--- src/rtl/adc_sample_scheduler_if.sv ---
// rtl/adc_sample_scheduler_if.sv - command/response bus between the sample scheduler and the I2C byte master
//
// Purpose: groups the byte-level I2C master handshake into one bundle.
// Signals:
//   m_cmd_valid  scheduler -> master  command valid
//   m_cmd_ready  master -> scheduler  command accepted this cycle
//   m_cmd[2:0]   scheduler -> master  1=START 2=WRITE 3=READ_ACK 4=READ_NACK 5=STOP
//   m_wdata[7:0] scheduler -> master  byte for WRITE
//   m_done       master -> scheduler  pulse: accepted command finished on the bus
//   m_rdata[7:0] master -> scheduler  read byte, valid with m_done
//   m_nack       master -> scheduler  slave NACKed the WRITE, valid with m_done
// Modports: master = scheduler side (issues commands), slave = I2C byte master side.
interface adc_sample_scheduler_if;
  logic       m_cmd_valid;
  logic       m_cmd_ready;
  logic [2:0] m_cmd;
  logic [7:0] m_wdata;
  logic       m_done;
  logic [7:0] m_rdata;
  logic       m_nack;

  modport master (
    output m_cmd_valid, m_cmd, m_wdata,
    input  m_cmd_ready, m_done, m_rdata, m_nack
  );

  modport slave (
    input  m_cmd_valid, m_cmd, m_wdata,
    output m_cmd_ready, m_done, m_rdata, m_nack
  );
endinterface

--- src/rtl/adc_sample_scheduler.sv ---
// rtl/adc_sample_scheduler.sv - periodic round-robin ADC conversion sequencer over an I2C byte master
//
// Purpose: a programmable timer triggers a conversion; the next enabled channel is
// picked round-robin, its config byte is written to the ADC and the 12-bit result
// read back through the I2C byte master command handshake.
// Ports:
//   clk, rst      clock, asynchronous active-high reset
//   enable        run the sample timer
//   period        tick every period+1 cycles
//   ch_mask       enabled channels, bit n = channel n
//   clr_err       clears the sticky overrun/err_nack flags
//   bus           I2C byte master command bus (master modport)
//   sample_valid  one-cycle pulse with sample_data/sample_ch
//   sample_data   12-bit conversion result, held until the next sample
//   sample_ch     channel of sample_data
//   busy          conversion sequence in progress
//   overrun       sticky: tick arrived while a sequence was running
//   err_nack      sticky: a WRITE was NACKed
module adc_sample_scheduler #(
  parameter logic [6:0] DEV_ADDR = 7'h28,
  parameter int         PERIOD_W = 16
) (
  input  logic                clk,
  input  logic                rst,
  input  logic                enable,
  input  logic [PERIOD_W-1:0] period,
  input  logic [3:0]          ch_mask,
  input  logic                clr_err,
  adc_sample_scheduler_if.master bus,
  output logic                sample_valid,
  output logic [11:0]         sample_data,
  output logic [1:0]          sample_ch,
  output logic                busy,
  output logic                overrun,
  output logic                err_nack
);

  localparam logic [2:0] CMD_START     = 3'd1;
  localparam logic [2:0] CMD_WRITE     = 3'd2;
  localparam logic [2:0] CMD_READ_ACK  = 3'd3;
  localparam logic [2:0] CMD_READ_NACK = 3'd4;
  localparam logic [2:0] CMD_STOP      = 3'd5;

  typedef enum logic [1:0] {IDLE, ISSUE, WAIT_DONE, EMIT} state_t;

  state_t              state, state_n;
  logic [3:0]          step, step_n;
  logic                abort, abort_n;   // sequence is finishing its STOP after a NACK
  logic [PERIOD_W-1:0] cnt;
  logic [1:0]          cur_ch;           // also the "last channel" for the round-robin
  logic [11:0]         result;
  logic                tick;
  logic [2:0]          cmd_c;
  logic [7:0]          wdata_c;
  logic                is_write;
  logic                start_seq;
  logic                done_ev;

  // Next set bit strictly after last, wrapping; offset 4 is last itself.
  function automatic logic [1:0] pick_next(input logic [1:0] last, input logic [3:0] mask);
    logic [1:0] c;
    pick_next = last;
    for (int i = 4; i >= 1; i--) begin
      c = last + 2'(i);
      if (mask[c]) pick_next = c;
    end
  endfunction

  assign tick      = enable && (cnt == '0);
  assign start_seq = (state == IDLE) && tick && (ch_mask != 4'd0);
  assign done_ev   = (state == WAIT_DONE) && bus.m_done;
  assign busy      = (state != IDLE);

  always_comb begin
    cmd_c    = 3'd0;
    wdata_c  = 8'h00;
    is_write = 1'b0;
    case (step)
      4'd0, 4'd4: cmd_c = CMD_START;
      4'd1: begin cmd_c = CMD_WRITE; wdata_c = {DEV_ADDR, 1'b0}; is_write = 1'b1; end
      4'd2: begin cmd_c = CMD_WRITE; wdata_c = 8'h10 << cur_ch; is_write = 1'b1; end
      4'd3, 4'd8: cmd_c = CMD_STOP;
      4'd5: begin cmd_c = CMD_WRITE; wdata_c = {DEV_ADDR, 1'b1}; is_write = 1'b1; end
      4'd6: cmd_c = CMD_READ_ACK;
      4'd7: cmd_c = CMD_READ_NACK;
      default: cmd_c = 3'd0;
    endcase
  end

  always_comb begin
    state_n         = state;
    step_n          = step;
    abort_n         = abort;
    bus.m_cmd_valid = 1'b0;
    bus.m_cmd       = 3'd0;
    bus.m_wdata     = 8'h00;
    sample_valid    = 1'b0;
    case (state)
      IDLE: begin
        if (start_seq) begin
          state_n = ISSUE;
          step_n  = 4'd0;
          abort_n = 1'b0;
        end
      end
      ISSUE: begin
        bus.m_cmd_valid = 1'b1;
        bus.m_cmd       = cmd_c;
        bus.m_wdata     = wdata_c;
        if (bus.m_cmd_ready) state_n = WAIT_DONE;
      end
      WAIT_DONE: begin
        if (bus.m_done) begin
          if (step == 4'd8) begin
            state_n = abort ? IDLE : EMIT;
          end else if (is_write && bus.m_nack) begin
            step_n  = 4'd8;
            abort_n = 1'b1;
            state_n = ISSUE;
          end else begin
            step_n  = step + 4'd1;
            state_n = ISSUE;
          end
        end
      end
      EMIT: begin
        sample_valid = 1'b1;
        state_n      = IDLE;
      end
      default: state_n = IDLE;
    endcase
  end

  always_ff @(posedge clk or posedge rst) begin
    if (rst) begin
      state       <= IDLE;
      step        <= 4'd0;
      abort       <= 1'b0;
      cnt         <= '0;
      cur_ch      <= 2'd3;
      result      <= 12'd0;
      sample_data <= 12'd0;
      sample_ch   <= 2'd0;
      overrun     <= 1'b0;
      err_nack    <= 1'b0;
    end else begin
      state <= state_n;
      step  <= step_n;
      abort <= abort_n;

      if (!enable)         cnt <= '0;
      else if (cnt == '0)  cnt <= period;
      else                 cnt <= cnt - 1'b1;

      if (start_seq) cur_ch <= pick_next(cur_ch, ch_mask);

      if (done_ev) begin
        if (step == 4'd6) result[11:8] <= bus.m_rdata[3:0];
        if (step == 4'd7) result[7:0]  <= bus.m_rdata;
        if (step == 4'd8 && !abort) begin
          sample_data <= result;
          sample_ch   <= cur_ch;
        end
      end

      // Set has priority over clear.
      if (tick && state != IDLE) overrun <= 1'b1;
      else if (clr_err)          overrun <= 1'b0;

      if (done_ev && is_write && bus.m_nack && step != 4'd8) err_nack <= 1'b1;
      else if (clr_err)                                       err_nack <= 1'b0;
    end
  end

endmodule
--- src/flat_wrapper.sv ---
// flat-port wrapper written by rule: the top's interface ports become plain ports
module adc_sample_scheduler_flat 
#(
  parameter logic [6:0] DEV_ADDR = 7'h28,
  parameter int         PERIOD_W = 16
)
  (clk, rst, enable, period, ch_mask, clr_err, sample_valid, sample_data, sample_ch, busy, overrun, err_nack, bus_m_cmd_valid, bus_m_cmd, bus_m_wdata, bus_m_cmd_ready, bus_m_done, bus_m_rdata, bus_m_nack);
  adc_sample_scheduler_if bus_i ();
  input  logic clk;
  input  logic rst;
  input  logic enable;
  input  logic [PERIOD_W-1:0] period;
  input  logic [3:0] ch_mask;
  input  logic clr_err;
  output logic sample_valid;
  output logic [11:0] sample_data;
  output logic [1:0] sample_ch;
  output logic busy;
  output logic overrun;
  output logic err_nack;
  output wire logic [$bits(bus_i.m_cmd_valid)-1:0] bus_m_cmd_valid;
  output wire logic [$bits(bus_i.m_cmd)-1:0] bus_m_cmd;
  output wire logic [$bits(bus_i.m_wdata)-1:0] bus_m_wdata;
  input wire logic [$bits(bus_i.m_cmd_ready)-1:0] bus_m_cmd_ready;
  input wire logic [$bits(bus_i.m_done)-1:0] bus_m_done;
  input wire logic [$bits(bus_i.m_rdata)-1:0] bus_m_rdata;
  input wire logic [$bits(bus_i.m_nack)-1:0] bus_m_nack;
  assign bus_m_cmd_valid = bus_i.m_cmd_valid;
  assign bus_m_cmd = bus_i.m_cmd;
  assign bus_m_wdata = bus_i.m_wdata;
  assign bus_i.m_cmd_ready = bus_m_cmd_ready;
  assign bus_i.m_done = bus_m_done;
  assign bus_i.m_rdata = bus_m_rdata;
  assign bus_i.m_nack = bus_m_nack;
  adc_sample_scheduler #(.DEV_ADDR(DEV_ADDR), .PERIOD_W(PERIOD_W)) u_core (.clk(clk), .rst(rst), .enable(enable), .period(period), .ch_mask(ch_mask), .clr_err(clr_err), .bus(bus_i), .sample_valid(sample_valid), .sample_data(sample_data), .sample_ch(sample_ch), .busy(busy), .overrun(overrun), .err_nack(err_nack));
endmodule
--- config.mk ---
export PLATFORM = sky130hd
export DESIGN_NAME = adc_sample_scheduler_flat
export DESIGN_NICKNAME = d
export VERILOG_FILES = /design/src/rtl/adc_sample_scheduler_if.sv /design/src/rtl/adc_sample_scheduler.sv /design/src/flat_wrapper.sv
export SDC_FILE = /design/constraint.sdc
export NUM_CORES = 1
export LEC_CHECK = 0
export ABC_AREA = 1
export CAP_MARGIN = 10
export CORE_UTILIZATION = 40
export CTS_CLUSTER_DIAMETER = 120
export DETAILED_ROUTE_END_ITERATION = 10
export MAX_ROUTING_LAYER = met4
export PLACE_DENSITY_LB_ADDON = 0.25
export SYNTH_ARGS = -nofsm -noshare
export SYNTH_HDL_FRONTEND = slang
export SYNTH_SLANG_ARGS = --single-unit
export TNS_END_PERCENT = 10
--- constraint.sdc ---
create_clock -name clk -period 4.7 [get_ports clk]
set_input_delay 1.175 -clock clk [delete_from_list [all_inputs] [get_ports clk]]
set_output_delay 1.175 -clock clk [all_outputs]
set_load 0.005 [all_outputs]
# Yosys cells after proc, flatten, opt, wreduce, memory -nomap -nowiden
# Cells that the tools add are included.
[word_totals]
reg_bits = 53
in_bits = 35
output_inout_bits = 30
word_cells = 104
[op_classes]
n_addsub = 5
magnitude_cmp = 3
n_eq_ne = 17
shifts = 1
muxes = 37
n_reduce_logical = 30
[ops]
columns = ["op", "count"]
rows = [
  ["2-to-1 mux 16 bit", 2],
  ["case mux 8 bit (3 select lines)", 1],
  ["== test 4 x 3 -> 1 bit, second input constant", 4],
  ["logical NOT 16 bit", 1],
  ["2-to-1 mux 2 bit", 8],
  ["2-to-1 mux 4 bit", 4],
  ["subtractor 16 x 1 -> 16 bit, second input constant", 1],
  ["case mux 3 bit (5 select lines)", 1],
  ["2-to-1 mux 1 bit", 13],
  ["logical AND 1 bit", 10],
  ["less-than comparator 2 x 3 -> 1 bit, second input constant", 3],
  ["== test 4 x 2 -> 1 bit, second input constant", 2],
  ["2-to-1 mux 8 bit", 1],
  ["!= test 2 bit, second input constant", 4],
  ["case mux 2 bit (4 select lines)", 1],
  ["case mux 4 bit (2 select lines)", 1],
  ["AND reduction 2 bit", 4],
  ["nonzero test 2 bit", 4],
  ["<< shifter 5 x 2 -> 8 bit, first input constant", 1],
  ["binary-select mux 1 bit (select 2 bit)", 3],
  ["AND reduction 5 bit", 1],
  ["adder 2 bit, second input constant", 2],
  ["adder 4 x 1 -> 4 bit, second input constant", 1],
  ["== test 2 bit, second input constant", 2],
  ["other kinds (17)", 18],
]

# Longest topological paths before layout
[depth]
depth_word = 8
depth_mapped = 11
depth_no_buf = 10

# Least setup slack after synthesis
# No wires, ideal clock.
[synth_path]
kind = "flip-flop to output port"
from = "register u_core.cur_ch[0]"
to = "output port bus_m_wdata[4]"
arrival_time_ps = 1123
required_ps = 3525
setup_slack_ps = 2402
path_stages_with_launch = 6
n_path_buf = 1
path_cell_list = "dfstp_2 buf_2 inv_1 ha_1 a21oi_1 nor2_1"
[synth_between]
elab_chain_len = 3
[synth_lines]
columns = ["element", "line", "text"]
rows = [
  ["start, declared", "adc_sample_scheduler.sv:50", "logic [1:0] cur_ch; // also the \"last channel\" for the round-robin"],
  ["start signal, assigned", "adc_sample_scheduler.sv:155", "if (start_seq) cur_ch <= pick_next(cur_ch, ch_mask);"],
  ["<< shifter 5 x 2 -> 8 bit", "adc_sample_scheduler.sv:81", "4'd2: begin cmd_c = CMD_WRITE; wdata_c = 8'h10 << cur_ch; is_write = 1'b1; end"],
  ["case mux 8 bit (3 select lines)", "adc_sample_scheduler.sv:78", "case (step)"],
  ["2-to-1 mux 8 bit", "adc_sample_scheduler.sv:98", "case (state)"],
  ["end, declared", "flat_wrapper.sv:23", "output wire logic [$bits(bus_i.m_wdata)-1:0] bus_m_wdata;"],
]
# No other way between the ends.

# Worst setup path in the final report
[layout_path]
from = "register u_core.step[0]"
to = "output port bus_m_cmd[0]"
[layout_between]
elab_chain_len = 4
word_cells_on_any_way = 14
classes_between = "eq/ne: 8; mux: 2; reduce/logical: 4"
[layout_lines]
columns = ["element", "line", "text"]
rows = [
  ["start, declared", "adc_sample_scheduler.sv:47", "logic [3:0] step, step_n;"],
  ["start signal, assigned", "adc_sample_scheduler.sv:148", "step <= step_n;"],
  ["== test 4 x 1 -> 1 bit, or another cell as far along", "adc_sample_scheduler.sv:78", ""],
  ["OR reduction 3 bit (no line) / OR reduction 2 bit (equally long branches)", "n/a", ""],
  ["case mux 3 bit (5 select lines) (*)", "adc_sample_scheduler.sv:78", ""],
  ["2-to-1 mux 3 bit (*)", "adc_sample_scheduler.sv:98", ""],
  ["end, declared", "flat_wrapper.sv:22", "output wire logic [$bits(bus_i.m_cmd)-1:0] bus_m_cmd;"],
]
# Every way passes the cells marked *; elsewhere a longest branch is shown, timed or not.

==> run_results.csv <==
group,metric,value,unit
global_routing,use_met2,0.2798,
clock_tree,clk_latency,0.31,ns
worst_setup_path,worst_r2r_path_depth,7,
power,power_density,499.2,nW/µm²
floorplan,core_region_area,6982,µm²
cells_and_area,area_growth,26.04,%
worst_setup_path,rrSetupSlack,2.61,ns
global_routing,grt_max_degree,54,
timing,maxSlewViolCount,0,
clock_tree,htreeDepth,2,
timing,worst_pin_slew,0.7975,ns
clock_tree,ctsResizeCount,0,
power,p_clk_frac,0.145,
worst_hold_path,whs_endpoint,"u_core.cnt[0]$_DFF_PP0_",
floorplan,die_h,87.96,µm
route,drtAntennaViolNets,0,
clock_tree,holdBufCountCts,0,
power,seqPwrFrac,0.363,
synthesis,yosysWarnings,0,
global_routing,grt_pass1_wl,10070,µm
cells_and_area,insertedDiodeCount,0,
power,p_sw,0.0008024,W
worst_setup_path,critical-path-top-delay-family,"buffers and inverters",
floorplan,core.rowCount,30,
worst_setup_path,path_cells,"inv_1 -> ha_1 -> nand2_1 -> nor2_1 -> inv_1 -> nand2_1 -> nor2_1 -> a21oi_1 -> clkdlybuf4s50_1",
global_routing,busiest_layer,"met2",
clock_tree,post_cts_buffers,0,
floorplan,die_w,87.96,µm
route,wirelength,6011,µm
timing,period_minus_slack,3.217,ns
global_routing,antenna_found_initial,0,
worst_setup_path,crit_required,3.52,ns
power,switching_share,0.4315,
timing,setup_viol,0,
cells_and_area,fin_area,3725,µm²
global_routing,gr-usage-met1,0.2181,
worst_setup_path,timing.critical_path.buf_inv,3,
cells_and_area,final_common_cell,"nand2_1",
clock_tree,root_buffer,"clkbuf_8",
timing,fin_worst_skew,0.006243,ns
clock_tree,numCtsBuffers,5,
synthesis,ys_types,35,
synthesis,yosysSeqAreaShare,0.4496,
route,dr.pass1.iters,4,
worst_hold_path,hold_path.startpoint,"u_core.cnt[0]$_DFF_PP0_",
clock_tree,cts_tree,"yes",
timing,post-route-period-util,0.6845,
timing,clock.fmax,0.3108,GHz
power,p_int,0.001057,W
place,gp_congestion,0.8415,
place,dp_hpwl,4487,µm
timing,setup_tns,0,ns
worst_hold_path,hold_depth,1,
global_routing,grt_pass1_vias,2288,
route,drt_iter0_drc,109,
power,p_comb_frac,0.492,
worst_setup_path,worst-path-max-fanout,5,
route,wl_per_cell,11.56,µm
timing,rsz0062_at_grt,"false",
worst_setup_path,reg2reg_from,"u_core.cnt[0]$_DFF_PP0_",
worst_setup_path,end_kind,"primary output",
clock_tree,clk_path_buf_depth,2,
route,drc,0,
cells_and_area,final_nets,468,
synthesis,synthCells,364,
cells_and_area,final_cell_mix,"nand2_1 (80), clkdlybuf4s50_1 (61), dfrtp_1 (51), nor2_1 (43), inv_1 (42)",
global_routing,grt.overflow.total,0,
worst_setup_path,cp-start-kind,"flop",
outcome,status,"finished clean",
worst_setup_path,critPathMaxStageDelay,0.51,ns
route,vias_per_cell,4.742,
worst_setup_path,reg2reg_to,"u_core.cnt[3]$_DFF_PP0_",
synthesis,netlist_area,2955,µm²
place,io_buffers,61,
timing,slew_headroom,0.4671,
run,maxCapViolCount,0,
timing,hold_viol,0,
global_routing,gr-usage-all-layers,0.1722,
power,p_leak,1.827,nW
worst_setup_path,slowest_stage,"clkdlybuf4s50_1",
synthesis,synth-seq-cells,53,
floorplan,ios,65,
worst_setup_path,path_class,"flop to primary output",
floorplan,initial_core_util,0.4233,
cells_and_area,drive_above_1_share,0.07783,
power,ir_drop,362.3,µV
clock_tree,cts.clk_slew.worst_paths,0.10,ns
worst_setup_path,cp_data_arrival_time,2.04,ns
clock_tree,cts.sinks,53,
route,vias,2466,
place,placed_area,3610,µm²
synthesis,avgSynthCellArea,8.119,µm²
worst_hold_path,hp-class,"flop to flop",
floorplan,die_area,7736,µm²
global_routing,met3_usage,0.03393,
[Yosys cell counts]
library cell	n	area (µm²)
nand2_1	80	300.3
dfrtp_1	51	1276
inv_1	43	161.4
nor2_1	43	161.4
o21ai_0	38	190.2
a21oi_1	22	110.1
nand3_1	11	55.05
ha_1	10	125.1
mux2_4	8	120.1
xor2_1	6	52.55
a31oi_1	4	25.02
buf_2	4	20.02
nor3_1	4	20.02
buf_4	3	22.52
buf_6	3	33.78
nand2_2	3	18.77
o211ai_1	3	22.52
or2_2	3	18.77
xnor2_1	3	26.28
clkbuf_1	2	7.510
dfstp_2	2	52.55
inv_2	2	7.510
nand4_1	2	12.51
nor2_2	2	12.51
o21bai_1	2	15.01
a211oi_1	1	7.510
and3_1	1	6.260
conb_1	1	3.750
nand3b_1	1	7.510
nand4_2	1	12.51
nor2_4	1	11.26
nor2_8	1	20.02
o21ai_1	1	5.000
o22ai_1	1	6.260
o31ai_1	1	7.510
[power groups by stage]
stage                     Combinational, W  Sequential [W]  Clock [W]
after floorplan                   0.000684        0.000654          0
after global placement            0.000900        0.000680          0
after detailed placement          0.000916        0.000682          0
after CTS                         0.000921        0.000674   0.000278
after global routing               0.00106        0.000690   0.000297
final                             0.000915        0.000674   0.000270
[worst reg2reg max path, stage by stage, from the launching register on]
cell and delay (ns):
dfrtp_1 0.40, inv_1 0.10, ha_1 0.17, nand2_1 0.09, nor2_1 0.21, nand2_1 0.51
o21ai_0 0.42, a31oi_1 0.07
[layout make-up]
type | count | area, µm²
multi-input cells | 256 | 1381
fillers | 669 | 3257
inverters | 45 | 168.9
clock inverters | 3 | 26.28
clock buffers | 5 | 68.82
repair buffers | 62 | 630.6
well taps | 96 | 120.1
flip-flops and latches | 53 | 1329
[through the flow]
step / hold slack (ns) / util / total power [W] / setup slack, ns / cells
CTS: 0.4714 / 0.5306 / 0.001872 / 1.477 / 519
detailed placement: 0.4541 / 0.5170 / 0.001598 / 1.835 / 511
global route: 0.4810 / 0.5335 / 0.002046 / 1.323 / 520
finish: 0.4679 / 0.5335 / 0.001859 / 1.483 / 520
global placement: 0.4520 / 0.5170 / 0.001580 / 1.881 / 511
floorplan: 0.4251 / - / 0.001338 / 2.242 / 366
[logic make-up after synthesis]
kind of cell,count (synthesis),synth area share
simple gates,153,0.2223
compound gates,73,0.1317
buf+inv,57,0.08552
flops,53,0.4496
fa+ha+maj,10,0.04234
xor+xnor,9,0.02667
mux,8,0.04065
other cells,1,0.001269
[state kept, by name (all words and copies together) (netlist names)]
register,count
u_core.sample_ch,2
u_core.sample_data,12
u_core.state,2
u_core.result,12
u_core.step,4
u_core.cnt,16
u_core.overrun,1
u_core.abort,1
u_core.err_nack,1
u_core.cur_ch,2
[worst max-delay path by stage]
stage,start,cells after the start,end,slack (ns)
2_1_floorplan,rst,1,u_core.abort$_DFFE_PP0P_,2.24
3_3_place_gp,u_core.step[0]$_DFFE_PP0P_,9,bus_m_cmd[0],1.88
3_5_place_dp,u_core.step[0]$_DFFE_PP0P_,9,bus_m_cmd[0],1.84
4_1_cts,u_core.step[0]$_DFFE_PP0P_,9,bus_m_cmd[0],1.48
5_1_grt,u_core.step[0]$_DFFE_PP0P_,9,bus_m_cmd[0],1.32
6_report,u_core.step[0]$_DFFE_PP0P_,9,bus_m_cmd[0],1.48
[metal layers]
| layer | vias to the layer above | share of wire |
|---|---|---|
| met3 | 8 | 0.045 |
| met1 | 1120 | 0.48 |
| li1 | 1276 | - |
| met5 | - | 0 |
| met4 | 0 | 0.0096 |
| met2 | 62 | 0.46 |
Note: power is estimated with default switching activity, not from simulation.
